File: config.mk
export PLATFORM = sky130hd
export DESIGN_NAME = cdb_broadcaster_flat
export DESIGN_NICKNAME = d
export VERILOG_FILES = /design/src/rtl/cdb_broadcaster_if.sv /design/src/rtl/cdb_broadcaster.sv /design/src/flat_wrapper.sv
export SDC_FILE = /design/constraint.sdc
export NUM_CORES = 1
export LEC_CHECK = 0
export CAP_MARGIN = 20
export CORE_UTILIZATION = 30
export CTS_CLUSTER_SIZE = 20
export DETAILED_ROUTE_END_ITERATION = 6
export DONT_BUFFER_PORTS = 1
export PLACE_DENSITY_LB_ADDON = 0.08
export SETUP_SLACK_MARGIN = 0.02
export SLEW_MARGIN = 20
export SYNTH_ARGS = -nofsm -noshare
export SYNTH_HDL_FRONTEND = slang
export SYNTH_SLANG_ARGS = --single-unit
File: constraint.sdc
create_clock -name clock -period 4 [get_ports clock]
set_clock_uncertainty 0.2 [all_clocks]
set_input_delay 1.2 -clock clock [delete_from_list [all_inputs] [get_ports clock]]
set_output_delay 1.2 -clock clock [all_outputs]
set_load 0.05 [all_outputs]
File: src/rtl/cdb_broadcaster_if.sv
// Result-bus bundle for the CDB broadcaster.
// The FU result inputs and the CDB broadcast outputs share this one interface.
interface cdb_broadcaster_if #(
  parameter int NUM_FU = 4,
  parameter int TAG_W  = 5,
  parameter int XLEN   = 32
);
  logic [NUM_FU-1:0]       fu_valid;
  logic [NUM_FU*TAG_W-1:0] fu_tag;
  logic [NUM_FU*XLEN-1:0]  fu_value;
  logic [NUM_FU-1:0]       fu_ready;
  logic                    cdb_valid;
  logic [TAG_W-1:0]        cdb_tag;
  logic [XLEN-1:0]         cdb_value;

  // master = functional units plus CDB consumers, slave = the broadcaster
  modport master (
    output fu_valid, fu_tag, fu_value,
    input  fu_ready, cdb_valid, cdb_tag, cdb_value
  );

  modport slave (
    input  fu_valid, fu_tag, fu_value,
    output fu_ready, cdb_valid, cdb_tag, cdb_value
  );
endinterface

File: src/rtl/cdb_broadcaster.sv
// Common Data Bus transmit end: per-FU result FIFOs, a round-robin arbiter and a
// registered one-result-per-cycle broadcast. Tag 0 is reserved to mean "no broadcast".
module cdb_broadcaster #(
  parameter int NUM_FU    = 4,
  parameter int BUF_DEPTH = 2,
  parameter int TAG_W     = 5,
  parameter int XLEN      = 32
) (
  input  logic clock,
  input  logic reset,
  input  logic squash,
  cdb_broadcaster_if.slave bus
);
  localparam int PTR_W = $clog2(BUF_DEPTH);
  localparam int CNT_W = PTR_W + 1;
  localparam int RR_W  = $clog2(NUM_FU);

  typedef struct packed {
    logic [TAG_W-1:0] tag;
    logic [XLEN-1:0]  value;
  } result_t;

  result_t          mem    [NUM_FU][BUF_DEPTH];
  logic [CNT_W-1:0] count  [NUM_FU];
  logic [PTR_W-1:0] wr_ptr [NUM_FU];
  logic [PTR_W-1:0] rd_ptr [NUM_FU];

  logic [RR_W-1:0]   rr_ptr;
  logic [NUM_FU-1:0] ready;
  logic [NUM_FU-1:0] push;
  logic [NUM_FU-1:0] pop;
  logic              grant_valid;
  logic [RR_W-1:0]   grant;
  logic [RR_W:0]     scan_sum;
  logic [RR_W-1:0]   scan_idx;
  result_t           head;

  logic              cdb_valid_q;
  logic [TAG_W-1:0]  cdb_tag_q;
  logic [XLEN-1:0]   cdb_value_q;

  // Ready comes only from registered occupancy, so a full FIFO stays closed even
  // while its head is being broadcast. A tag-0 result handshakes but is dropped.
  always_comb begin
    ready = '0;
    push  = '0;
    for (int i = 0; i < NUM_FU; i++) begin
      ready[i] = (count[i] != CNT_W'(BUF_DEPTH)) && !squash && !reset;
      push[i]  = bus.fu_valid[i] && ready[i] && (bus.fu_tag[i*TAG_W +: TAG_W] != '0);
    end
  end

  assign bus.fu_ready = ready;

  // NOTE: scan_sum/scan_idx are reused each iteration, which is only correct with
  // blocking assignments; every output of this block is defaulted first so no latch forms.
  always_comb begin
    grant_valid = 1'b0;
    grant       = '0;
    scan_sum    = '0;
    scan_idx    = '0;
    pop         = '0;
    for (int k = 0; k < NUM_FU; k++) begin
      scan_sum = {1'b0, rr_ptr} + (RR_W+1)'(k);
      if (scan_sum >= (RR_W+1)'(NUM_FU))
        scan_sum = scan_sum - (RR_W+1)'(NUM_FU);
      scan_idx = scan_sum[RR_W-1:0];
      if (!grant_valid && (count[scan_idx] != '0)) begin
        grant_valid = 1'b1;
        grant       = scan_idx;
      end
    end
    if (grant_valid && !squash)
      pop[grant] = 1'b1;
  end

  assign head = mem[grant][rd_ptr[grant]];

  always_ff @(posedge clock or posedge reset) begin
    if (reset) begin
      for (int i = 0; i < NUM_FU; i++) begin
        count[i]  <= '0;
        wr_ptr[i] <= '0;
        rd_ptr[i] <= '0;
      end
    end else if (squash) begin
      for (int i = 0; i < NUM_FU; i++) begin
        count[i]  <= '0;
        wr_ptr[i] <= '0;
        rd_ptr[i] <= '0;
      end
    end else begin
      for (int i = 0; i < NUM_FU; i++) begin
        if (push[i]) wr_ptr[i] <= wr_ptr[i] + 1'b1;
        if (pop[i])  rd_ptr[i] <= rd_ptr[i] + 1'b1;
        case ({push[i], pop[i]})
          2'b10:   count[i] <= count[i] + 1'b1;
          2'b01:   count[i] <= count[i] - 1'b1;
          default: count[i] <= count[i];
        endcase
      end
    end
  end

  // NOTE: FIFO storage has no reset; validity is carried entirely by count/pointers,
  // and leaving the array unreset lets it map onto plain flops or RAM without a clear path.
  always_ff @(posedge clock) begin
    for (int i = 0; i < NUM_FU; i++) begin
      if (push[i])
        mem[i][wr_ptr[i]] <= '{tag: bus.fu_tag[i*TAG_W +: TAG_W],
                               value: bus.fu_value[i*XLEN +: XLEN]};
    end
  end

  // Broadcast register: exactly one cycle per winner, zeros when idle or squashed.
  always_ff @(posedge clock or posedge reset) begin
    if (reset) begin
      rr_ptr      <= '0;
      cdb_valid_q <= 1'b0;
      cdb_tag_q   <= '0;
      cdb_value_q <= '0;
    end else if (squash || !grant_valid) begin
      cdb_valid_q <= 1'b0;
      cdb_tag_q   <= '0;
      cdb_value_q <= '0;
    end else begin
      cdb_valid_q <= 1'b1;
      cdb_tag_q   <= head.tag;
      cdb_value_q <= head.value;
      rr_ptr      <= (grant == RR_W'(NUM_FU-1)) ? '0 : grant + 1'b1;
    end
  end

  assign bus.cdb_valid = cdb_valid_q;
  assign bus.cdb_tag   = cdb_tag_q;
  assign bus.cdb_value = cdb_value_q;
endmodule
File: src/flat_wrapper.sv
// flat-port wrapper written by rule: the top's interface ports become plain ports
module cdb_broadcaster_flat 
#(
  parameter int NUM_FU    = 4,
  parameter int BUF_DEPTH = 2,
  parameter int TAG_W     = 5,
  parameter int XLEN      = 32
)
  (clock, reset, squash, bus_fu_valid, bus_fu_tag, bus_fu_value, bus_fu_ready, bus_cdb_valid, bus_cdb_tag, bus_cdb_value);
  cdb_broadcaster_if #(.NUM_FU(NUM_FU), .TAG_W(TAG_W), .XLEN(XLEN)) bus_i ();
  input  logic clock;
  input  logic reset;
  input  logic squash;
  input wire logic [$bits(bus_i.fu_valid)-1:0] bus_fu_valid;
  input wire logic [$bits(bus_i.fu_tag)-1:0] bus_fu_tag;
  input wire logic [$bits(bus_i.fu_value)-1:0] bus_fu_value;
  output wire logic [$bits(bus_i.fu_ready)-1:0] bus_fu_ready;
  output wire logic [$bits(bus_i.cdb_valid)-1:0] bus_cdb_valid;
  output wire logic [$bits(bus_i.cdb_tag)-1:0] bus_cdb_tag;
  output wire logic [$bits(bus_i.cdb_value)-1:0] bus_cdb_value;
  assign bus_i.fu_valid = bus_fu_valid;
  assign bus_i.fu_tag = bus_fu_tag;
  assign bus_i.fu_value = bus_fu_value;
  assign bus_fu_ready = bus_i.fu_ready;
  assign bus_cdb_valid = bus_i.cdb_valid;
  assign bus_cdb_tag = bus_i.cdb_tag;
  assign bus_cdb_value = bus_i.cdb_value;
  cdb_broadcaster #(.NUM_FU(NUM_FU), .BUF_DEPTH(BUF_DEPTH), .TAG_W(TAG_W), .XLEN(XLEN)) u_core (.clock(clock), .reset(reset), .squash(squash), .bus(bus_i));
endmodule
==> impl_metrics.toml, run 1 <==
[status]
outcome = "finished, final reports clean"

[yosys]
yosysTopAreaCellShare_pct = 64.5
ys_top_cells_by_area = "edfxtp_1 (64%), dfrtp_1 (10%), nand2_1 (8.4%)"
synth_compound_area_share_pct = 3.69
async_flop_share_pct = 15.9
synth_ff_type = "edfxtp_1"
ys_types = 47
synthAdderAreaFrac_pct = 0.0908
synth_edf_count = 296
synth_top_family_by_area = "simple AND/OR/NAND/NOR gates"
syn_area_um2 = 13800
synth_xor_area_share_pct = 0.572
syn-instance-count = 1097
synth.net_count = 1253
muxShareOfSynthArea_pct = 0.154
yosysSeqAreaShare_pct = 74.6
synth_simple_gate_area_share_pct = 18.5
yosysTopAreaCell = "edfxtp_1"
yosysWarnings = 0
synth.avg_cell_area_um2 = 12.6
ys_ff_latch = 352

[pwr]
leakage_nw = 5.71
total_power_w = 0.0145
p_seq_share_pct = 33.9
p_per_area_nw_per_um2 = 907
p_clk_share_pct = 26.5
irDropWorstVdd_uv = 865
p_switching_w = 0.00621
swShare_pct = 42.8
comb_power_share_pct = 39.6
intPower_w = 0.00831

[floorplanning]
fp.coreArea_um2 = 45400
initial_utilization_pct = 30.4
die_x_um = 216
chipHeight_um = 216
fp-row-count = 78
io_pins = 197
dieArea_um2 = 46800

[cells_and_area]
antenna_cells = 0
area_delta_synth_final_pct = 16.1
final_area_um2 = 16000
post-route-util_pct = 35.3
fin_cells = 1744
final_nets = 1266
drive_gt1_share_pct = 11.0

[grt]
grt_pass1_vias = 8691
grt_overflow_total = 0
grt_pass1_wl_um = 59900
grt_max_degree = 151
antenna_found_initial = 1
grt.total_usage_pct = 17.7

[worst_setup_path]
worstPathRequired_ns = 4.29
arrival_ns = 3.46
path_delay_family = "compound AO/OA/AOI/OAI gates"
cp_cell_sequence = "nor3_1 > a211o_1 > a21bo_4 > clkinv_2 > ha_1 > nand2_1 > nor3b_1 > a21oi_1 > a21oi_1 > a22o_1"
max_stage_delay_ns = 0.53
crit_slowest_cell = "dfrtp_1"
cp_common_cell = "a21oi_1"
path_max_fanout = 24
regToRegSetupSlack_ns = 0.83
crit_type = "flop to flop"
endpoint_kind = "flop"
path_buf_inv = 1
start_kind = "flop"

[sta]
rsz0062_at_grt = "false"
hold_viol = 0
tightest_slew_ns = 0.909
whs_ns = 0.317
period_share_pct = 79.3
final.min_clock_period_ns = 3.17
slew_headroom_pct = 39.4
maxSlewViolCount = 0
finalSetupViolCount = 0
fmax_mhz = 315

[placement]
dpl.cell_count = 1666
dp_hpwl_um = 25900
port_buffers = 0
dpl_cell_area_um2 = 14600
routabilityCongestion = 0.727

[clocking]
clkSinkCount = 352
cts_buffer_depth = 3
hold_buffers = 0
clkLatencyLatePin_ns = 0.56
cts_buffers = 42
cts-resized-gates = 0
cts_tree = "built"
clkTransAtPathRegs_ns = 0.06
ctsRootBufferMaster = "clkbuf_16"
cts_setup_buffers = 0
h-tree-depth = 2

[route]
drt_iter0_markers = 564
ant_nets = 0
remaining_drc_errors = 0
wl_per_cell_um = 23.5
first_pass_iters = 4
vias = 8409
wl_um = 41000
vias_per_cell = 4.82

[min_path]
hold_class = "flop to flop"

[flow_run]
drv_cap = 0
worst paths after layout:
check,start,to,cells past startpoint
worst max-delay path,u_core.rr_ptr[1],u_core.count[1],10
worst min-delay path,u_core.rd_ptr[1],u_core.rd_ptr[1],1
worst max register to register,u_core.rr_ptr[1],u_core.count[1],10
worst min register to register,u_core.rd_ptr[1],u_core.rd_ptr[1],1
max in group asynchronous,reset,u_core.bus.cdb_value[8],2
min in group asynchronous,reset,u_core.count[6],1
final cells by class:
class | instances | area (um2)
Clock buffer | 61 | 1200
Clock inverter | 17 | 184
Fill cell | 4503 | 29400
Inverter | 10 | 45.0
Multi-Input combinational cell | 671 | 3250
Sequential cell | 352 | 10300
Tap cell | 600 | 751
Timing Repair Buffer | 33 | 285
Yosys cell counts, types with 3 or more instances:
| library cell | n |
|---|---|
| xnor2_1 | 8 |
| buf_2 | 25 |
| o21ai_0 | 5 |
| nand3_1 | 227 |
| nor2b_1 | 3 |
| or4_1 | 3 |
| o211ai_1 | 6 |
| edfxtp_1 | 296 |
| buf_1 | 3 |
| clkbuf_1 | 32 |
| nor3_1 | 7 |
| nor2_1 | 22 |
| inv_1 | 8 |
| buf_4 | 3 |
| a21oi_1 | 49 |
| dfrtp_1 | 56 |
| nand2_1 | 309 |
worst register-to-register path: stages, from the launching register on:
cell and delay, ns:
dfrtp_1 0.53, nor3_1 0.09, a211o_1 0.35, a21bo_4 0.42, clkinv_2 0.40, ha_1 0.39
nand2_1 0.15, nor3b_1 0.21, a21oi_1 0.06, a21oi_1 0.17, a22o_1 0.14
cells by family (layout without fill, tap and decap cells):
family / Yosys count / after routing
AND/OR/NAND/NOR: 583 / 583
flip-flops: 352 / 352
AO/OA/AOI/OAI: 76 / 76
buffers and inverters: 74 / 121
XOR/XNOR: 9 / 9
multiplexers: 2 / 2
adder cells (fa/ha/maj): 1 / 1
layer usage:
metal	wire, um	global-route usage (%)	vias up
met1	17800	22.9	4207
met2	19500	28.6	205
li1	-	-	3943
met5	18	0	-
met3	2900	5.38	52
met4	787	4.98	2
flip-flops by register name, summed over array words and instances (netlist names):
register	flops
u_core.bus.cdb_tag	5
u_core.bus.cdb_valid	1
u_core.bus.cdb_value	32
u_core.count	8
u_core.mem	296
u_core.rd_ptr	4
u_core.rr_ptr	2
u_core.wr_ptr	4
metrics by stage:
| stage | setup WS [ns] | TNS, ns |
|---|---|---|
| 2_1_floorplan | -0.0443 | -3.28 |
| 3_3_place_gp | 0.512 | 0 |
| 3_5_place_dp | 0.483 | 0 |
| 4_1_cts | 0.766 | 0 |
| 5_1_grt | 0.557 | 0 |
| 6_report | 0.827 | 0 |
power groups by stage:
stage	Clock, W	Combinational (W)	Sequential, W
6_report	0.00385	0.00574	0.00492
5_1_grt	0.00407	0.00650	0.00495
2_1_floorplan	0	0.00422	0.00491
4_1_cts	0.00395	0.00593	0.00493
3_5_place_dp	0	0.00591	0.00500
3_3_place_gp	0	0.00590	0.00501
cells in the final DEF, fill, tap and decap left out, types with 3 or more instances in the layout:
cell / count
inv_1: 6
inv_6: 3
o21ai_0: 5
clkbuf_1: 12
nor2_1: 16
buf_12: 3
nor3_2: 3
bufinv_16: 3
edfxtp_1: 296
or4_1: 3
nor2_4: 6
nand3_1: 227
xnor2_1: 8
clkbuf_8: 6
a21oi_1: 49
buf_4: 30
clkinv_2: 11
nand2_1: 309
clkbuf_16: 43
o211ai_1: 6
dfrtp_1: 56
nor3_1: 5
Power figures use the tool's default switching activity.
==> inputs of run 2 (changes only) <==
Settings changed: ABC_AREA set to 1.
Clock period 4 ns to 2.6 ns, I/O delays scaled along.
==> impl_metrics.toml, run 2 <==
[status]
outcome = "finished, final reports clean"

[sta]
final.min_clock_period_ns = 2.55
hold_viol = 0
fmax_mhz = 393
maxSlewViolCount = 0
tightest_slew_ns = 0.568
slew_headroom_pct = 62.2
rsz0062_at_grt = "true"
period_share_pct = 97.9
finalSetupViolCount = 0

[yosys]
synth.avg_cell_area_um2 = 9.93
ys_types = 32
yosysWarnings = 0
syn_area_um2 = 15600
ys_ff_latch = 352
synth_edf_count = 296
synth.net_count = 1730
synth_ff_type = "edfxtp_1"
syn-instance-count = 1574
yosysMostFrequentCell = "nand2_1"
yosys-top-cells-count = "nand2_1 (568), edfxtp_1 (296), inv_1 (211), nor2_1 (108), nand3b_1 (76)"
ys_top_cells_by_area = "edfxtp_1 (57%), nand2_1 (14%), dfrtp_1 (9.0%)"
yosysTopAreaCellShare_pct = 56.9
yosysSeqAreaShare_pct = 65.8
async_flop_share_pct = 15.9
yosysTopAreaCell = "edfxtp_1"

[worst_setup_path]
cp_cell_sequence = "buf_6 > nand3_4 > and2_4 > nor2_4 > nand4_4 > buf_12 > nand2_8 > clkbuf_16 > clkbuf_16 > nand2_1 > nand3_1 > nand2_1 > nor2_1 > nor2_1"
crit_type = "flop to flop"
crit_slowest_cell = "dfrtp_2"
reg2reg_to = "u_core.bus.cdb_value[1]"
path_max_fanout = 8
max_stage_delay_ns = 0.47
endpoint_kind = "flop"
start_kind = "flop"
worstPathRequired_ns = 2.86
ff2ff_path_depth = 14
r2r_start = "u_core.rr_ptr[0]"
path_delay_family = "simple AND/OR/NAND/NOR gates"
regToRegSetupSlack_ns = 0.05
path_buf_inv = 4
arrival_ns = 2.81

[clocking]
clkLatencyLatePin_ns = 0.57
clkTransAtPathRegs_ns = 0.06
cts_buffers = 43
clkSinkCount = 352
h-tree-depth = 2
cts_tree = "built"
ctsRootBufferMaster = "clkbuf_16"
cts_buffer_depth = 3

[route]
vias_per_cell = 4.48
remaining_drc_errors = 0
ant_nets = 0
wl_um = 51700
drt_iter0_markers = 648
first_pass_iters = 5
wl_per_cell_um = 21.6
vias = 10700

[cells_and_area]
area_delta_synth_final_pct = 27.7
drive_gt1_share_pct = 19.0
fin_cells = 2389
final_common_cell = "nand2_1"
final-seq-area_um2 = 10300
final_area_um2 = 20000
layout_common_cells = "nand2_1 (528), edfxtp_1 (296), inv_1 (201)"
final_nets = 1828
multiInputGateArea_um2 = 4700
largest_reg_flops = 296
fillers = 5054

[grt]
grt.total_usage_pct = 18.0
antenna_found_initial = 5
grt_pass1_vias = 10600
grt_overflow_total = 0
grt_pass1_wl_um = 69800
grt_max_degree = 41

[placement]
routabilityCongestion = 0.807
dp_hpwl_um = 30900
dpl.cell_count = 2258
dpl_cell_area_um2 = 17200
port_buffers = 0

[floorplanning]
io_pins = 197
initial_utilization_pct = 30.4
dieArea_um2 = 53000
die_x_um = 230
chipHeight_um = 230
fp.coreArea_um2 = 51400
fp-row-count = 83

[flow_run]
drv_cap = 0

[min_path]
hold_depth = 0
min_to = "u_core.mem[1][23]"
hold_class = "input port to flop"
worstHoldStart = "bus_fu_value[55]"
-- run 2: layout make-up --
| class | count | share of cell area, % |
|---|---|---|
| Clock buffer | 63 | 6.32 |
| Tap cell | 680 | 4.26 |
| Multi-Input combinational cell | 936 | 23.6 |
| Antenna cell | 2 | 0.0251 |
| Clock inverter | 17 | 0.614 |
| Timing Repair inverter | 1 | 0.0313 |
| Sequential cell | 352 | 51.6 |
| Inverter | 217 | 4.12 |
| Timing Repair Buffer | 121 | 9.51 |
-- run 2: worst max path at each step --
stage                     startpoint                        to  slack, ns  cells after the start
finish              u_core.rr_ptr[0]   u_core.bus.cdb_value[1]       0.05                     14
global route        u_core.rr_ptr[0]  u_core.bus.cdb_value[29]      -0.11                     18
CTS                  u_core.count[2]           bus_fu_ready[2]       0.02                      5
detailed placement  u_core.rr_ptr[0]   u_core.bus.cdb_value[1]      -0.05                     15
global placement    u_core.rr_ptr[0]   u_core.bus.cdb_value[9]      -0.04                     15
floorplan                     squash          u_core.mem[3][0]      -0.16                      7
-- run 2: metal layers --
metal  vias to the layer above  track usage (%)  part of all wire [%]
li1                       5226                -                     -
met1                      5162             22.3                    43
met2                       227             29.5                    48
met3                        74             6.10                   7.0
met4                         8             5.69                   2.1
met5                         -                0                  0.11
-- run 2: repair_timing --
item | CTS | global route
pin swaps | 3 | 67
hold endpoints to repair | 16 | 0
hold buffers | 1 | 0
buffers inserted | 2 | 20
gates cloned | 0 | 29
setup endpoints to repair | 34 | 50
resized for setup | 13 | 140
-- run 2: kinds of logic after synthesis --
group	share of synthesized area [%]
adder cells (fa/ha/maj)	0.0800
AND/OR/NAND/NOR	24.2
AO/OA/AOI/OAI	2.00
XOR/XNOR	0.112
flip-flops	65.8
buffers and inverters	7.75
-- run 2: stage by stage --
stage	TNS, ns	worst slack (ns)	hold slack [ns]	utilization, %
after floorplan	-40.20	-0.164	0.250	-
after CTS	0	0.0224	0.0579	36.4
after global placement	-0.290	-0.0431	0.288	33.6
after global routing	-2.67	-0.114	0.0695	38.8
after detailed placement	-0.608	-0.0473	0.286	33.6
final	0	0.0534	0.0949	38.8
Power of run 2 is left out: the tool's default activity adds up to more than one toggle a clock period on the data nets, which glitch-free logic cannot reach.
==> inputs of run 3 (changes only) <==
Settings changed: ABC_AREA 1 to not set, CTS_BUF_LIST set to sky130_fd_sc_hd__clkbuf_16.
==> impl_metrics.toml, run 3 (synthesis gave the netlist of run 1 again) <==
[clocking]
cts_buffer_depth = 3
cts_tree = "built"
ctsRootBufferMaster = "clkbuf_16"
clkLatencyLatePin_ns = 0.56
clkSinkCount = 352
h-tree-depth = 2
clkTransAtPathRegs_ns = 0.06
cts_buffers = 43

[sta]
final.min_clock_period_ns = 2.74
rsz0062_at_grt = "true"
setup_ws_ns = -0.140
maxSlewViolCount = 0
finalSetupViolCount = 1
hold_viol = 0
slew_headroom_pct = 59.6
period_share_pct = 105
fmax_mhz = 365
tightest_slew_ns = 0.606

[pwr]
p_seq_share_pct = 29.1
p_switching_w = 0.0109
p_per_area_nw_per_um2 = 1490
irDropWorstVdd_uv = 754
p_clk_share_pct = 23.1
swShare_pct = 42.2
intPower_w = 0.0150
comb_power_share_pct = 47.7
total_power_w = 0.0259
leakage_nw = 6.37

[worst_setup_path]
path_max_fanout = 2
regToRegSetupSlack_ns = 0.08
worstPathRequired_ns = 1.62
endpoint_kind = "primary output"
crit_type = "flop to primary output"
start_kind = "flop"
arrival_ns = 1.76

[cells_and_area]
fillers = 4374
final_common_cell = "nand2_1"
layout_common_cells = "nand2_1 (309), edfxtp_1 (296), nand3_1 (224)"
drive_gt1_share_pct = 17.3
multiInputGateArea_um2 = 3380
largest_reg_flops = 296
final-seq-area_um2 = 10300
post-route-util_pct = 38.3
final_area_um2 = 17400
area_delta_synth_final_pct = 26.2
final_nets = 1344

[route]
first_pass_iters = 5
drt_iter0_markers = 574
wl_um = 45300
ant_nets = 0
vias_per_cell = 4.80
vias = 8776
remaining_drc_errors = 0
wl_per_cell_um = 24.8

[floorplanning]
die_x_um = 216
io_pins = 197
chipHeight_um = 216
dieArea_um2 = 46800
initial_utilization_pct = 30.4
fp-row-count = 78
fp.coreArea_um2 = 45400

[placement]
routabilityCongestion = 0.754
dpl_cell_area_um2 = 15300
port_buffers = 0
dp_hpwl_um = 27900
pre_cts_slack_ns = -0.0257

[grt]
grt_max_degree = 51
grt_overflow_total = 0
grt.total_usage_pct = 18.4
top_usage_layer = "met2"
antenna_found_initial = 4
grt_util_met2_pct = 29.9
met3_usage_pct = 5.85
met1_usage_pct = 22.9
grt_pass1_vias = 8898
grt_pass1_wl_um = 62100

[status]
outcome = "finished with violations"
violations = "negative setup slack"

[flow_run]
drv_cap = 0

[min_path]
hold_class = "input port to flop"
run 3: cell count changes in the layout (fill, tap and decap cells not counted), moves of 37 or more:
| cell | delta |
|---|---|
| inv_1 | -185 |
| nand2_1 | -219 |
| nand3_1 | +176 |
| nand3b_1 | -74 |
| nor2_1 | -52 |
| or2_1 | -37 |
run 3: final cells by class:
class                      instances  share of cell area, %
sequential                       352                   59.2
multi-input combinational        671                   19.4
timing repair buffer             110                   8.57
clock buffer                      44                   6.33
tap                              600                   4.32
clock inverter                    36                   1.86
inverter                          10                  0.281
antenna                            5                 0.0719
run 3: per-stage QoR:
stage | TNS [ns] | std cells | hold slack (ns)
finish | -0.140 | 1828 | 0.102
global route | -0.233 | 1826 | 0.0735
CTS | -0.210 | 1795 | 0.0523
detailed placement | -0.400 | 1700 | 0.285
global placement | -0.658 | 1700 | 0.292
floorplan | -157.59 | 1097 | 0.258
run 3: worst max-delay path, stage by stage, from the launching register on:
cell,delay (ns)
dfrtp_1,0.37
buf_6,0.12
clkinvlp_4,0.11
a211oi_4,0.30
buf_4,0.17
buf_8,0.13
run 3: worst paths after layout:
check | end | depth (start not counted) | start
setup / recovery | bus_fu_ready[3] | 5 | u_core.count[0]
hold / removal | u_core.wr_ptr[2] | 1 | squash
setup reg to reg | u_core.count[1] | 11 | u_core.count[6]
hold reg to reg | u_core.rd_ptr[3] | 1 | u_core.rd_ptr[3]
max in group asynchronous | u_core.bus.cdb_valid | 3 | reset
min in group asynchronous | u_core.bus.cdb_value[31] | 3 | reset
run 3: timing repair:
| item | 4_1_cts | 5_1_grt |
|---|---|---|
| cloned | 2 | 9 |
| gates resized for setup | 16 | 29 |
| hold buffers | 4 | 0 |
| endpoints found under the setup margin | 6 | 69 |
| buffers inserted | 9 | 19 |
| hold endpoints to repair | 18 | 0 |
| pin swaps | 6 | 12 |
run 3: power groups by stage:
stage | logic (W) | registers (W) | clock network (W)
after floorplan | 0.00656 | 0.00755 | 0
after global placement | 0.00995 | 0.00767 | 0
after detailed placement | 0.00996 | 0.00766 | 0
after CTS | 0.0107 | 0.00754 | 0.00616
after global routing | 0.0135 | 0.00758 | 0.00636
final | 0.0124 | 0.00754 | 0.00600
run 3: layer usage:
layer  up-vias  routed length [um]
li1       4120                   -
met1      4312               18700
met2       265               22100
met3        77                3310
met4         2                1120
met5         -                  18
